### src/rtl/ttt_pkg.sv
// Shared types and constants for the tic-tac-toe move sequencer:
// FSM states, button step codes and the per-cell cursor button paths.
package ttt_pkg;

  localparam int unsigned NUM_CELLS = 9;
  localparam int unsigned SCORE_W   = 7;
  localparam int unsigned IDX_W     = 4;
  localparam int unsigned MAX_STEPS = 5;
  localparam int unsigned STEP_W    = 3;

  localparam logic [IDX_W-1:0] LAST_IDX = IDX_W'(NUM_CELLS - 1);

  typedef enum logic [2:0] {
    S_IDLE, S_SCAN, S_CHECK, S_PRESS, S_GAP, S_DONE
  } state_t;

  typedef enum logic [STEP_W-1:0] {
    STEP_NONE, STEP_U, STEP_D, STEP_L, STEP_R, STEP_C
  } step_t;

  typedef struct packed {
    logic [MAX_STEPS-1:0][STEP_W-1:0] steps;
    logic [2:0]                       len;
  } path_t;

  function automatic path_t mk_path(input step_t s0, input step_t s1, input step_t s2,
                                    input step_t s3, input step_t s4, input logic [2:0] n);
    path_t p;
    p.steps = {s4, s3, s2, s1, s0};
    p.len   = n;
    return p;
  endfunction

  // Cursor starts at the centre, visits the cell, presses C, and returns to the centre.
  function automatic path_t ttt_path(input logic [IDX_W-1:0] idx);
    path_t p;
    case (idx)
      4'd0:    p = mk_path(STEP_U, STEP_L, STEP_C, STEP_R, STEP_D, 3'd5);
      4'd1:    p = mk_path(STEP_U, STEP_C, STEP_D, STEP_NONE, STEP_NONE, 3'd3);
      4'd2:    p = mk_path(STEP_U, STEP_R, STEP_C, STEP_L, STEP_D, 3'd5);
      4'd3:    p = mk_path(STEP_L, STEP_C, STEP_R, STEP_NONE, STEP_NONE, 3'd3);
      4'd4:    p = mk_path(STEP_C, STEP_NONE, STEP_NONE, STEP_NONE, STEP_NONE, 3'd1);
      4'd5:    p = mk_path(STEP_R, STEP_C, STEP_L, STEP_NONE, STEP_NONE, 3'd3);
      4'd6:    p = mk_path(STEP_D, STEP_L, STEP_C, STEP_R, STEP_U, 3'd5);
      4'd7:    p = mk_path(STEP_D, STEP_C, STEP_U, STEP_NONE, STEP_NONE, 3'd3);
      4'd8:    p = mk_path(STEP_D, STEP_R, STEP_C, STEP_L, STEP_U, 3'd5);
      default: p = '0;
    endcase
    return p;
  endfunction

endpackage

### src/rtl/ttt_cell_scanner.sv
// Serial signed-max over empty cells, one cell per enabled cycle; ties go to the
// higher index. The _c outputs include the cell being examined this cycle.
module ttt_cell_scanner
  import ttt_pkg::*;
(
  input  logic                         clk,
  input  logic                         reset,
  input  logic                         clear,
  input  logic                         en,
  input  logic [NUM_CELLS*SCORE_W-1:0] scores,
  input  logic [NUM_CELLS-1:0]         occupied,
  output logic                         last_c,
  output logic [IDX_W-1:0]             best_idx_c,
  output logic                         best_valid_c
);

  logic [IDX_W-1:0]          idx;
  logic [IDX_W-1:0]          cand_idx;
  logic                      cand_valid;
  logic signed [SCORE_W-1:0] cand_score;
  logic signed [SCORE_W-1:0] cur_score;
  logic                      cur_empty;
  logic                      take;

  always_comb begin
    cur_score = '0;
    cur_empty = 1'b0;
    for (int i = 0; i < NUM_CELLS; i++) begin
      if (idx == IDX_W'(i)) begin
        cur_score = scores[i*SCORE_W +: SCORE_W];
        cur_empty = ~occupied[i];
      end
    end
    // First empty cell is always taken, so no sentinel minimum is needed.
    take         = en && cur_empty && (!cand_valid || (cur_score >= cand_score));
    best_idx_c   = take ? idx : cand_idx;
    best_valid_c = cand_valid | take;
    last_c       = (idx == LAST_IDX);
  end

  always_ff @(posedge clk or posedge reset) begin
    if (reset) begin
      idx        <= '0;
      cand_idx   <= '0;
      cand_valid <= 1'b0;
      cand_score <= '0;
    end else if (clear) begin
      idx        <= '0;
      cand_idx   <= '0;
      cand_valid <= 1'b0;
      cand_score <= '0;
    end else if (en) begin
      idx <= idx + IDX_W'(1);
      if (take) begin
        cand_idx   <= idx;
        cand_valid <= 1'b1;
        cand_score <= cur_score;
      end
    end
  end

endmodule

### src/rtl/ttt_move_sequencer.sv
// Chooses a cell (scored scan or forced index) and replays its cursor button path
// to the tic_tac_toe board as single-cycle pulses separated by idle gaps.
module ttt_move_sequencer
  import ttt_pkg::*;
(
  input  logic                         Clk,
  input  logic                         reset,
  input  logic                         start,
  input  logic                         use_forced,
  input  logic [IDX_W-1:0]             forced_idx,
  input  logic [NUM_CELLS*SCORE_W-1:0] scores,
  input  logic [NUM_CELLS-1:0]         occupied,
  output logic                         busy,
  output logic                         done,
  output logic                         no_move,
  output logic [IDX_W-1:0]             move,
  output logic                         BtnU,
  output logic                         BtnD,
  output logic                         BtnL,
  output logic                         BtnR,
  output logic                         BtnC
);

  state_t                       state, state_n;
  logic [2:0]                   step, step_n;
  logic [IDX_W-1:0]             sel, sel_n;
  logic                         nm_flag, nm_flag_n;
  logic                         load, scan_clear, scan_en;
  logic [NUM_CELLS*SCORE_W-1:0] scores_q;
  logic [NUM_CELLS-1:0]         occ_q;
  logic [15:0]                  occ_ext;
  path_t                        path_cur, path_n;
  logic [STEP_W-1:0]            btn_n;
  logic                         scan_last_c, best_valid_c;
  logic [IDX_W-1:0]             best_idx_c;

  ttt_cell_scanner u_scanner (
    .clk          (Clk),
    .reset        (reset),
    .clear        (scan_clear),
    .en           (scan_en),
    .scores       (scores_q),
    .occupied     (occ_q),
    .last_c       (scan_last_c),
    .best_idx_c   (best_idx_c),
    .best_valid_c (best_valid_c)
  );

  assign occ_ext  = 16'(occ_q);
  assign path_cur = ttt_path(sel);

  // Next state; outputs are registered from the next-state values so they line up with the state.
  always_comb begin
    state_n    = state;
    step_n     = step;
    sel_n      = sel;
    nm_flag_n  = nm_flag;
    load       = 1'b0;
    scan_clear = 1'b0;
    scan_en    = 1'b0;
    case (state)
      S_IDLE: begin
        if (start) begin
          load       = 1'b1;
          scan_clear = 1'b1;
          sel_n      = forced_idx;
          step_n     = 3'd0;
          nm_flag_n  = 1'b0;
          state_n    = use_forced ? S_CHECK : S_SCAN;
        end
      end
      S_SCAN: begin
        scan_en = 1'b1;
        if (scan_last_c) begin
          step_n = 3'd0;
          if (best_valid_c) begin
            sel_n   = best_idx_c;
            state_n = S_PRESS;
          end else begin
            nm_flag_n = 1'b1;
            state_n   = S_DONE;
          end
        end
      end
      S_CHECK: begin
        if ((sel > LAST_IDX) || occ_ext[sel]) begin
          nm_flag_n = 1'b1;
          state_n   = S_DONE;
        end else begin
          state_n = S_PRESS;
        end
      end
      S_PRESS: state_n = S_GAP;
      S_GAP: begin
        if (step == path_cur.len - 3'd1) begin
          state_n = S_DONE;
        end else begin
          step_n  = step + 3'd1;
          state_n = S_PRESS;
        end
      end
      S_DONE:  state_n = S_IDLE;
      default: state_n = S_IDLE;
    endcase
    path_n = ttt_path(sel_n);
    btn_n  = (state_n == S_PRESS) ? path_n.steps[step_n] : STEP_NONE;
  end

  always_ff @(posedge Clk or posedge reset) begin
    if (reset) begin
      state    <= S_IDLE;
      step     <= 3'd0;
      sel      <= '0;
      nm_flag  <= 1'b0;
      scores_q <= '0;
      occ_q    <= '0;
    end else begin
      state   <= state_n;
      step    <= step_n;
      sel     <= sel_n;
      nm_flag <= nm_flag_n;
      if (load) begin
        scores_q <= scores;
        occ_q    <= occupied;
      end
    end
  end

  always_ff @(posedge Clk or posedge reset) begin
    if (reset) begin
      busy    <= 1'b0;
      done    <= 1'b0;
      no_move <= 1'b0;
      move    <= '0;
      BtnU    <= 1'b0;
      BtnD    <= 1'b0;
      BtnL    <= 1'b0;
      BtnR    <= 1'b0;
      BtnC    <= 1'b0;
    end else begin
      busy    <= (state_n != S_IDLE) && (state_n != S_DONE);
      done    <= (state_n == S_DONE);
      no_move <= (state_n == S_DONE) && nm_flag_n;
      if ((state_n == S_DONE) && !nm_flag_n) move <= sel_n;
      BtnU    <= (btn_n == STEP_U);
      BtnD    <= (btn_n == STEP_D);
      BtnL    <= (btn_n == STEP_L);
      BtnR    <= (btn_n == STEP_R);
      BtnC    <= (btn_n == STEP_C);
    end
  end

endmodule

### config.mk
export PLATFORM = sky130hd
export DESIGN_NAME = ttt_move_sequencer
export DESIGN_NICKNAME = d
export VERILOG_FILES = /design/src/rtl/ttt_pkg.sv /design/src/rtl/ttt_cell_scanner.sv /design/src/rtl/ttt_move_sequencer.sv
export SDC_FILE = /design/constraint.sdc
export NUM_CORES = 1
export LEC_CHECK = 0
export CAP_MARGIN = 20
export CORE_MARGIN = 3
export CORE_UTILIZATION = 25
export DETAILED_ROUTE_END_ITERATION = 10
export PLACE_DENSITY = 0.49
export SLEW_MARGIN = 15
export SYNTH_ARGS = -nofsm -noshare
export SYNTH_HDL_FRONTEND = slang
export SYNTH_SLANG_ARGS = --single-unit
export TNS_END_PERCENT = 5
### constraint.sdc
create_clock -name Clk -period 13 [get_ports Clk]
set_input_delay 2.6 -clock Clk [delete_from_list [all_inputs] [get_ports Clk]]
set_output_delay 2.6 -clock Clk [all_outputs]
set_load 0.01 [all_outputs]
==> results of run 1 <==
-- cell usage after synthesis, drive strengths merged (3+ instances only) --
library cell and number:
nand4 5, nand3 8, nor4b 3, o21ai 23
nand2 29, a211oi 4, nor4 3, and3 9
nor2b 7, o21a 4, mux2 75, nor2 42
nand2b 3, clkbuf 23, and2 5, a21o 4
a21oi 40, nor3b 3, o31ai 9, nor3 8
buf 18, a311oi 4, a32oi 7, o211ai 4
a31oi 12, ha 12, a221o 6, dfrtp 111
inv 19, a22oi 10, or2 3, a22o 4
-- layer usage --
layer / up-vias / GRT usage (%) / wire length (um)
met5: - / 0 / 24
li1: 2206 / - / -
met4: 4 / 3.87 / 228
met3: 19 / 2.71 / 727
met1: 2260 / 17.6 / 7660
met2: 113 / 19.3 / 7190
-- worst max-delay path: cells and delay by family (launching register included) --
kind / cells / cell delay [ns]
AND/OR/NAND/NOR: 8 / 1.89
AO/OA/AOI/OAI: 9 / 2.12
adder cells (fa/ha/maj): 2 / 0.92
buffers and inverters: 2 / 0.38
flip-flops: 1 / 0.45
-- cells by family (layout without fill, tap and decap cells) --
logic type                 Yosys count  count (layout)
and+or+nand+nor                    141             141
adders and majority gates           13              13
AOI/OAI and AO/OA                  150             150
buffers and inverters               61             134
DFF                                111             111
xor gates and xnor gates             2               2
muxes                               79              79
-- state kept, by name (all words and copies together), names as in the netlist, 3 cells and up --
name / cells
move: 4
sel: 4
occ_q: 9
step: 3
state: 3
u_scanner.cand_score: 7
u_scanner.cand_idx: 4
u_scanner.idx: 4
scores_q: 63
-- area by class of cell --
type	count	area, um2	share of cell area (%)
Clock buffer	10	239	3.20
Inverter	20	90.1	1.21
Timing Repair Buffer	98	996	13.3
Sequential cell	111	2780	37.2
Tap cell	313	392	5.25
Clock inverter	6	62.6	0.838
Multi-Input combinational cell	385	2910	39.0
-- power breakdown --
part / total [mW] / internal [mW] / switching [mW]
registers: 0.643 / 0.507 / 0.136
logic: 1.04 / 0.463 / 0.579
clock network: 0.284 / 0.141 / 0.143
-- worst min-delay path by stage --
stage | start | end | cells past startpoint
3_5_place_dp | u_scanner.cand_idx[0] | u_scanner.cand_idx[0] | 2
6_report | u_scanner.cand_idx[0] | u_scanner.cand_idx[0] | 2
2_1_floorplan | u_scanner.cand_idx[0] | u_scanner.cand_idx[0] | 2
4_1_cts | u_scanner.cand_idx[0] | u_scanner.cand_idx[0] | 2
3_3_place_gp | u_scanner.cand_idx[0] | u_scanner.cand_idx[0] | 2
5_1_grt | scores_q[23] | scores_q[23] | 1
-- per-stage QoR --
step	cell area (um2)	instances	setup WS (ns)	power (mW)	util, %
2_1_floorplan	5970	557	7.47	1.43	-
3_3_place_gp	7120	925	7.04	1.66	30.9
3_5_place_dp	7120	925	6.90	1.69	30.9
4_1_cts	7420	941	7.06	1.98	32.2
5_1_grt	7460	943	6.62	2.13	32.4
6_report	7460	943	7.12	1.97	32.4
==> metrics.yaml, run 1 <==
run_status:
  outcome: "finished clean"
detailed_routing:
  vias: 4602
  drcViolationCount: 0
  drt-total-wl_mm: 15.8
  antenna_left: 0
  first_iter_violations: 304
  dr.pass1.iters: 7
  via_per_inst: 4.88
  wl_per_cell_um: 16.8
pwr:
  leakagePower_nw: 3.00
  powerDensity_mw_per_mm2: 264
  vdd_drop_max_v: 0.0000818
sta:
  relSlewSlack_pct: 34.1
  maxSlewViolCount: 0
  min_period_over_period_pct: 45.2
  hold_ws_ns: 0.502
  hold_viol: 0
  setup_violations: 0
  fin_setup_tns_ns: 0
  rsz0062_at_grt: "no"
  fmax_mhz: 170
  worst_pin_slew_ns: 0.989
  fin_crit_ns: 5.88
  fin_skew_ns: 0.0107
worst_setup_path:
  ff2ff_path_depth: 21
  r2r-start: "u_scanner.idx[1]"
  r2r-end: "BtnU"
  cp_cell_sequence: "inv_1, ha_1, nor2b_1, and2_1, a32oi_1, nor2_1, a31oi_1, o21ai_0, a221o_1, ha_1, nand2_1, o21ai_0, a41o_1, nand2_2, o2111a_1, nor2_1, inv_1, nor4_1, o21ai_0, a211o_1, and4_1"
  cp_data_arrival_time_ns: 6.13
  slowest_stage: "ha_1"
  end_kind: "flip-flop"
  crit_required_ns: 13.25
  timing.critical_path.mode_cell: "o21ai_0"
  critical_path.startpoint: "u_scanner.idx[1]"
  start_kind: "flip-flop"
  r2r_slack_ns: 7.12
  crit_type: "flip-flop to flip-flop"
  crit_end: "BtnU"
  worstPathMaxFanout: 19
  slowest_delay_ns: 0.62
synthesis:
  synth_cell_types: 79
  ys_async_sr_fraction_pct: 100
  synthMuxAreaShare_pct: 15.3
  synth.ff_latch_count: 111
  synth-edff-count: 0
  seq_area_frac_synth_pct: 46.5
  synth_fp_nets: 649
  synth-simple-area-share_pct: 12.9
  synth-compound-area-share_pct: 17.5
  ys.warnings.count: 0
  syn_area_per_cell_um2: 10.7
  synth_xor_xnor_area_share_pct: 0.293
  syn_area_mm2: 0.00597
  synth_area_leaders: "dfrtp_1 (46%), mux2_2 (14%), a21oi_1 (3.3%)"
  synth_fa_ha_area_share_pct: 2.68
  synth_top_area_share_pct: 46.5
  synth_top_family_by_area: "compound AO/OA/AOI/OAI gates"
  yosysTopAreaCell: "dfrtp_1"
  synth_top_flop_cell: "dfrtp_1"
  synth_cells: 557
cts:
  numCtsBuffers: 9
  clock-sinks: 111
  clk_path_buf_depth: 2
  ctsHoldBuffers: 0
  post_cts_resized: 0
  htreeDepth: 3
  cts_tree: "built"
  clkSlewWorstSetupHoldPaths_ns: 0.08
  clk_latency_ns: 0.36
  root_buffer: "clkbuf_16"
  postCtsSetupBuffers: 0
global_route:
  grt_usage_pct: 12.5
  grt_start_max_net_pins: 88
  grt_pass1_wl_mm: 26.1
  grt_antenna_before_repair: 2
  grt_overflow: 0
  first_global_vias: 4814
placed_design:
  gp_congestion: 0.818
  port_buffers: 91
  hpwl_mm: 11.5
job:
  maxCapViolations: 0
floorplanning:
  dieArea_mm2: 0.0258
  initial_core_util_pct: 25.9
  io_pins: 92
  die_h_um: 161
  num_rows: 55
  core_area_mm2: 0.0231
  die_w_um: 161
layout:
  fillCellCount: 2339
  mostFrequentLayoutCells: "dfrtp_1 (111), clkdlybuf4s50_1 (91), mux2_2 (74)"
  drive_gt1_share_pct: 18.9
  diodes: 0
  final_common_cell: "dfrtp_1"
  syn_to_final_growth_pct: 24.9
  nets: 717
hold_path:
  hp-class: "flip-flop to flip-flop"
(Power assumes the default switching activity.)
==> run 2: changes to the inputs <==
--- a/config.mk
+++ b/config.mk
@@ -9,7 +9,7 @@
 export CORE_MARGIN = 3
 export CORE_UTILIZATION = 25
 export DETAILED_ROUTE_END_ITERATION = 10
-export PLACE_DENSITY = 0.49
+export PLACE_DENSITY = 0.51
 export SLEW_MARGIN = 15
 export SYNTH_ARGS = -nofsm -noshare
 export SYNTH_HDL_FRONTEND = slang
==> constraint.sdc (replaced) <==
create_clock -name Clk -period 4.8 [get_ports Clk]
set_input_delay 0.96 -clock Clk [delete_from_list [all_inputs] [get_ports Clk]]
set_output_delay 0.96 -clock Clk [all_outputs]
set_load 0.01 [all_outputs]
==> metrics.yaml, run 2 (synthesis results as in run 1) <==
job:
  maxCapViolations: 0  # unchanged
hold_path:
  hp-class: "flip-flop to flip-flop"
  min_path_cells: 2  # unchanged
cts:
  cts_tree: "built"
  clock-sinks: 111  # unchanged
  ctsHoldBuffers: 0  # unchanged
  root_buffer: "clkbuf_16"
  clk_path_buf_depth: 2  # unchanged
  htreeDepth: 3  # unchanged
  clkSlewWorstSetupHoldPaths_ns: 0.08  # about the same
  numCtsBuffers: 9  # unchanged
  clk_latency_ns: 0.36  # about the same
global_route:
  grtUsageMet2_pct: 20.5  # +1.2 points
  top_usage_layer: "met2"
  grt_pass1_wl_mm: 26.8  # +2.8%
  grt_start_max_net_pins: 80  # -9.1%
  use_met3_pct: 2.66  # -0.052 points
  grt_overflow: 0  # unchanged
  grt_usage_pct: 12.8  # +0.31 points
  grtUsageMet1_pct: 17.4  # -0.20 points
  grt_antenna_before_repair: 1  # -1
  first_global_vias: 5023  # +4.3%
floorplanning:
  io_pins: 92  # unchanged
  die_w_um: 161  # unchanged
  num_rows: 55  # unchanged
  die_h_um: 161  # unchanged
  initial_core_util_pct: 25.9  # unchanged
  dieArea_mm2: 0.0258  # unchanged
  core_area_mm2: 0.0231  # unchanged
worst_setup_path:
  worstPathMaxFanout: 7  # -12
  crit_required_ns: 5.05  # -8.20 ns
  ff2ff_path_depth: 21  # unchanged
  start_kind: "flip-flop"
  critical_path.startpoint: "u_scanner.idx[0]"
  end_kind: "flip-flop"
  r2r-start: "u_scanner.idx[0]"
  crit_end: "BtnU"
  crit_type: "flip-flop to flip-flop"
  cp_data_arrival_time_ns: 4.82  # -1.31 ns
  r2r-end: "BtnU"
  r2r_slack_ns: 0.22  # -6.90 ns
sta:
  hold_ws_ns: 0.492  # -0.00943 ns
  relSlewSlack_pct: 34.0  # -0.11 points
  fin_setup_tns_ns: 0  # unchanged
  maxSlewViolCount: 0  # unchanged
  fin_crit_ns: 4.58  # -1.30 ns
  fin_skew_ns: 0.0107  # -0.0000567 ns
  setup_violations: 0  # unchanged
  worst_pin_slew_ns: 0.990  # +0.00161 ns
  fmax_mhz: 219  # +29%
  hold_viol: 0  # unchanged
  setup_ws_ns: 0.224  # -6.90 ns
  min_period_over_period_pct: 95.3  # +50 points
layout:
  diodes: 0  # unchanged
  reg_top3: "scores_q (63), occ_q (9), u_scanner.cand_score (7)"
  syn_to_final_growth_pct: 29.3
  mostFrequentLayoutCells: "dfrtp_1 (111), clkdlybuf4s50_1 (91), mux2_2 (74)"
  largest_reg_flops: 63  # unchanged
  final_common_cell: "dfrtp_1"
  nets: 739  # +3.1%
  fillCellCount: 2316  # -0.98%
  top_register: "scores_q"
  fin_area_mm2: 0.00772  # +3.5%
  drive_gt1_share_pct: 24.4  # +5.5 points
detailed_routing:
  first_iter_violations: 433  # +42%
  drt-total-wl_mm: 16.2  # +2.5%
  vias: 4722  # +2.6%
  wl_per_cell_um: 16.8  # +0.14%
  dr.pass1.iters: 5  # -2
  antenna_left: 0  # unchanged
  via_per_inst: 4.89  # +0.27%
  drcViolationCount: 0  # unchanged
placed_design:
  hpwl_mm: 12.0  # +4.7%
  dpl_worst_slack_ns: -0.0400  # -6.94 ns
  dpl_cell_area_mm2: 0.00727  # +2.2%
  gp_congestion: 0.875  # +7.0%
  port_buffers: 91  # unchanged
pwr:
  power.total_mw: 5.77  # +190%
  powerDensity_mw_per_mm2: 747  # +180%
  leakagePower_nw: 3.12  # +4.0%
  vdd_drop_max_v: 0.000289  # +250%
run_status:
  outcome: "finished clean"
==> run 2: where the power goes <==
group          internal [mW]  switching [mW]  total (mW)
registers               1.37           0.354        1.73
clock network          0.374           0.395       0.769
logic                   1.50            1.77        3.27
total                   3.25            2.52        5.77
==> run 2: metrics by stage <==
stage / std cells / utilization [%]
after floorplan: 557 / -
after global placement: 946 / 31.5
after global routing: 965 / 33.5
after CTS: 962 / 32.9
after detailed placement: 946 / 31.5
final: 965 / 33.5
==> run 2: how the worst min path moves through the flow <==
stage	start	end	slack, ns
global route	scores_q[2]	scores_q[2]	0.53
global placement	u_scanner.cand_idx[0]	u_scanner.cand_idx[0]	0.48
finish	u_scanner.cand_idx[0]	u_scanner.cand_idx[0]	0.49
CTS	u_scanner.cand_idx[0]	u_scanner.cand_idx[0]	0.50
detailed placement	u_scanner.cand_idx[0]	u_scanner.cand_idx[0]	0.48
floorplan	u_scanner.cand_idx[0]	u_scanner.cand_idx[0]	0.45
==> run 2: layout make-up <==
class,instances,area [um2],area share (%)
repair buffers,120,1130,14.6
inverters,20,90.1,1.17
clock buffers,9,225,2.92
flip-flops and latches,111,2780,36.0
multi-input cells,385,3020,39.1
well taps,313,392,5.07
clock inverters,7,91.3,1.18
==> run 2: timing repair <==
item	4_1_cts	5_1_grt
pin swaps	0	9
setup buffers	0	3
endpoints found under the hold margin	0	0
cloned	0	0
gates resized for setup	2	25
setup endpoints to repair	5	5
==> run 2: per-layer routing <==
metal	up-vias	part of all wire, %	wire length, um
li1	2250	-	-
met1	2303	47	7590
met2	144	47	7600
met3	23	4.6	751
met4	2	1.7	280
met5	-	0.080	13
==> run 2: worst max-delay path: stages (launching register included) <==
cell and delay, ns:
dfrtp_1 0.37, inv_2 0.07, ha_1 0.21, nor2b_1 0.14, and2_2 0.24, a32oi_1 0.19
nor2_1 0.07, a31oi_1 0.20, o21ai_0 0.19, a221o_1 0.37, ha_1 0.30, nand2_1 0.06
o21ai_2 0.15, a41o_1 0.25, nand2_2 0.10, or4b_4 0.53, and2_4 0.19, clkinv_8 0.06
a311oi_1 0.08, and3_1 0.21, a211o_1 0.30, and4_1 0.19
==> run 3: changes to the inputs <==
--- a/config.mk
+++ b/config.mk
@@ -7,9 +7,9 @@
 export LEC_CHECK = 0
 export CAP_MARGIN = 20
 export CORE_MARGIN = 3
-export CORE_UTILIZATION = 25
+export CORE_UTILIZATION = 45
 export DETAILED_ROUTE_END_ITERATION = 10
-export PLACE_DENSITY = 0.51
+export PLACE_DENSITY = 0.77
 export SLEW_MARGIN = 15
 export SYNTH_ARGS = -nofsm -noshare
 export SYNTH_HDL_FRONTEND = slang
==> metrics.yaml, run 3 (synthesis results as in run 1) <==
job:
  maxCapViolations: 0  # unchanged
layout:
  reg_top3: "scores_q (63), occ_q (9), u_scanner.cand_score (7)"
  diodes: 0  # unchanged
  final_common_cell: "dfrtp_1"
  syn_to_final_growth_pct: 26.2
  utilization_pct: 58.8  # +25 points
  top_register: "scores_q"
  drive_gt1_share_pct: 24.0  # -0.39 points
  multi_input_area_mm2: 0.00303  # +0.37%
  regArea_mm2: 0.00278  # about the same
  fillCellCount: 1077  # -53%
  largest_reg_flops: 63  # unchanged
  mostFrequentLayoutCells: "dfrtp_1 (109), clkdlybuf4s50_1 (91), mux2_2 (74)"
  fin_area_mm2: 0.00754  # -2.4%
  nets: 737  # -0.27%
sta:
  rsz0062_at_grt: "yes"
  hold_viol: 0  # unchanged
  worst_pin_slew_ns: 0.953  # -0.0377 ns
  maxSlewViolCount: 0  # unchanged
  fin_skew_ns: 0.00816  # -0.00249 ns
  fmax_mhz: 213  # -2.6%
  relSlewSlack_pct: 36.5  # +2.5 points
  setup_violations: 0  # unchanged
  fin_crit_ns: 4.70  # +0.122 ns
  min_period_over_period_pct: 97.9  # +2.5 points
pwr:
  leakagePower_nw: 3.11  # -0.38%
  power.total_mw: 5.76  # about the same
  powerDensity_mw_per_mm2: 764  # +2.3%
  vdd_drop_max_v: 0.000302  # +4.7%
hold_path:
  hp-start: "u_scanner.cand_idx[0]"
  hp-class: "flip-flop to flip-flop"
  min_path_cells: 2  # unchanged
  hold_end: "u_scanner.cand_idx[0]"
global_route:
  grt_antenna_before_repair: 0  # -1
  grtUsageMet2_pct: 32.7  # +12 points
  top_usage_layer: "met2"
  use_met3_pct: 2.38  # -0.28 points
  grt_pass1_wl_mm: 23.3  # -13%
  grtUsageMet1_pct: 27.0  # +9.5 points
  grt_usage_pct: 19.9  # +7.1 points
  grt_start_max_net_pins: 80  # unchanged
  grt_overflow: 0  # unchanged
  first_global_vias: 4737  # -5.7%
run_status:
  outcome: "finished clean"
cts:
  clock-sinks: 111  # unchanged
  numCtsBuffers: 9  # unchanged
  htreeDepth: 3  # unchanged
  root_buffer: "clkbuf_16"
  clk_path_buf_depth: 2  # unchanged
  ctsHoldBuffers: 0  # unchanged
  clk_latency_ns: 0.35  # about the same
  clkSlewWorstSetupHoldPaths_ns: 0.08  # about the same
  cts_tree: "built"
floorplanning:
  core_area_mm2: 0.0128  # -44%
  die_w_um: 121  # -25%
  io_pins: 92  # unchanged
  initial_core_util_pct: 46.6  # +21 points
  die_h_um: 121  # -25%
  dieArea_mm2: 0.0147  # -43%
  num_rows: 41  # -25%
worst_setup_path:
  r2r-start: "u_scanner.idx[1]"
  r2r_slack_ns: 0.10  # -0.12 ns
  start_kind: "flip-flop"
  end_kind: "flip-flop"
  ff2ff_path_depth: 21  # unchanged
  r2r-end: "BtnC"
  cp_cell_sequence: "inv_1, ha_1, nor2b_1, and2_1, a32oi_1, nor2_1, a31oi_1, o21ai_0, a221o_1, ha_1, nor4bb_4, o21ai_1, a41o_1, nand2_2, o2111a_1, nor2_2, inv_1, mux2_4, a311oi_4, a211oi_1, nor3_1"
  crit_required_ns: 5.03  # -0.02 ns
  slowest_stage: "a211oi_1"
  worstPathMaxFanout: 7  # unchanged
  crit_type: "flip-flop to flip-flop"
  slowest_delay_ns: 0.42  # -0.11 ns
  cp_data_arrival_time_ns: 4.93  # +0.11 ns
detailed_routing:
  wl_per_cell_um: 18.4  # +9.4%
  antenna_left: 0  # unchanged
  vias: 4827  # +2.2%
  via_per_inst: 5.87  # +20%
  drt-total-wl_mm: 15.1  # -6.9%
  drcViolationCount: 0  # unchanged
  first_iter_violations: 336  # -22%
  dr.pass1.iters: 5  # unchanged
placed_design:
  gp_congestion: 0.873  # -0.16%
  port_buffers: 91  # unchanged
  hpwl_mm: 10.8  # -10%
  dpl_cell_area_mm2: 0.00704  # -3.3%
## run 3: timing repair
action	CTS	global route
buffers inserted	0	9
cloned	0	0
endpoints found under the setup margin	5	5
pin swaps	0	7
resized for setup	2	27
## run 3: worst max-delay path: cells and delay by family, from the launching register on
family,cells,cell delay [ns]
AND/OR/NAND/NOR,7,1.04
AO/OA/AOI/OAI,9,2.07
adder cells (fa/ha/maj),2,0.53
multiplexers,1,0.21
flip-flops,1,0.41
buffers and inverters,2,0.32
## run 3: how the worst max path moves through the flow
stage               depth (start not counted)              from  slack (ns)   end
floorplan                                  23  u_scanner.idx[0]        0.21  BtnU
global placement                           19  u_scanner.idx[0]        0.05  BtnL
detailed placement                         23  u_scanner.idx[0]       -0.04  BtnL
CTS                                        23  u_scanner.idx[0]        0.01  BtnL
global route                               23  u_scanner.idx[1]       -0.16  BtnC
finish                                     21  u_scanner.idx[1]        0.10  BtnC
## run 3: metal layers
layer	wire, um	vias to the layer above
met3	680	42
li1	-	2237
met4	508	0
met5	0	-
met2	7370	175
met1	6550	2373
## run 3: layout make-up
cell class,instances,share of cell area (%)
timing repair buffer,118,14.8
inverter,20,1.26
multi-input combinational,385,40.2
clock buffer,9,2.99
sequential,111,36.9
tap,172,2.85
clock inverter,7,1.08
## run 3: per-stage QoR
stage	setup slack [ns]	hold slack [ns]	cells	TNS [ns]
2_1_floorplan	0.214	0.451	557	0
3_3_place_gp	0.0526	0.480	797	0
3_5_place_dp	-0.0355	0.481	797	-0.0746
4_1_cts	0.0103	0.500	813	0
5_1_grt	-0.159	0.528	822	-0.622
6_report	0.102	0.500	822	0
## run 3: power breakdown
part / switching, mW / internal, mW / total (mW)
Combinational: 1.77 / 1.51 / 3.28
Sequential: 0.350 / 1.38 / 1.73
Clock: 0.380 / 0.374 / 0.754
Total: 2.50 / 3.26 / 5.76
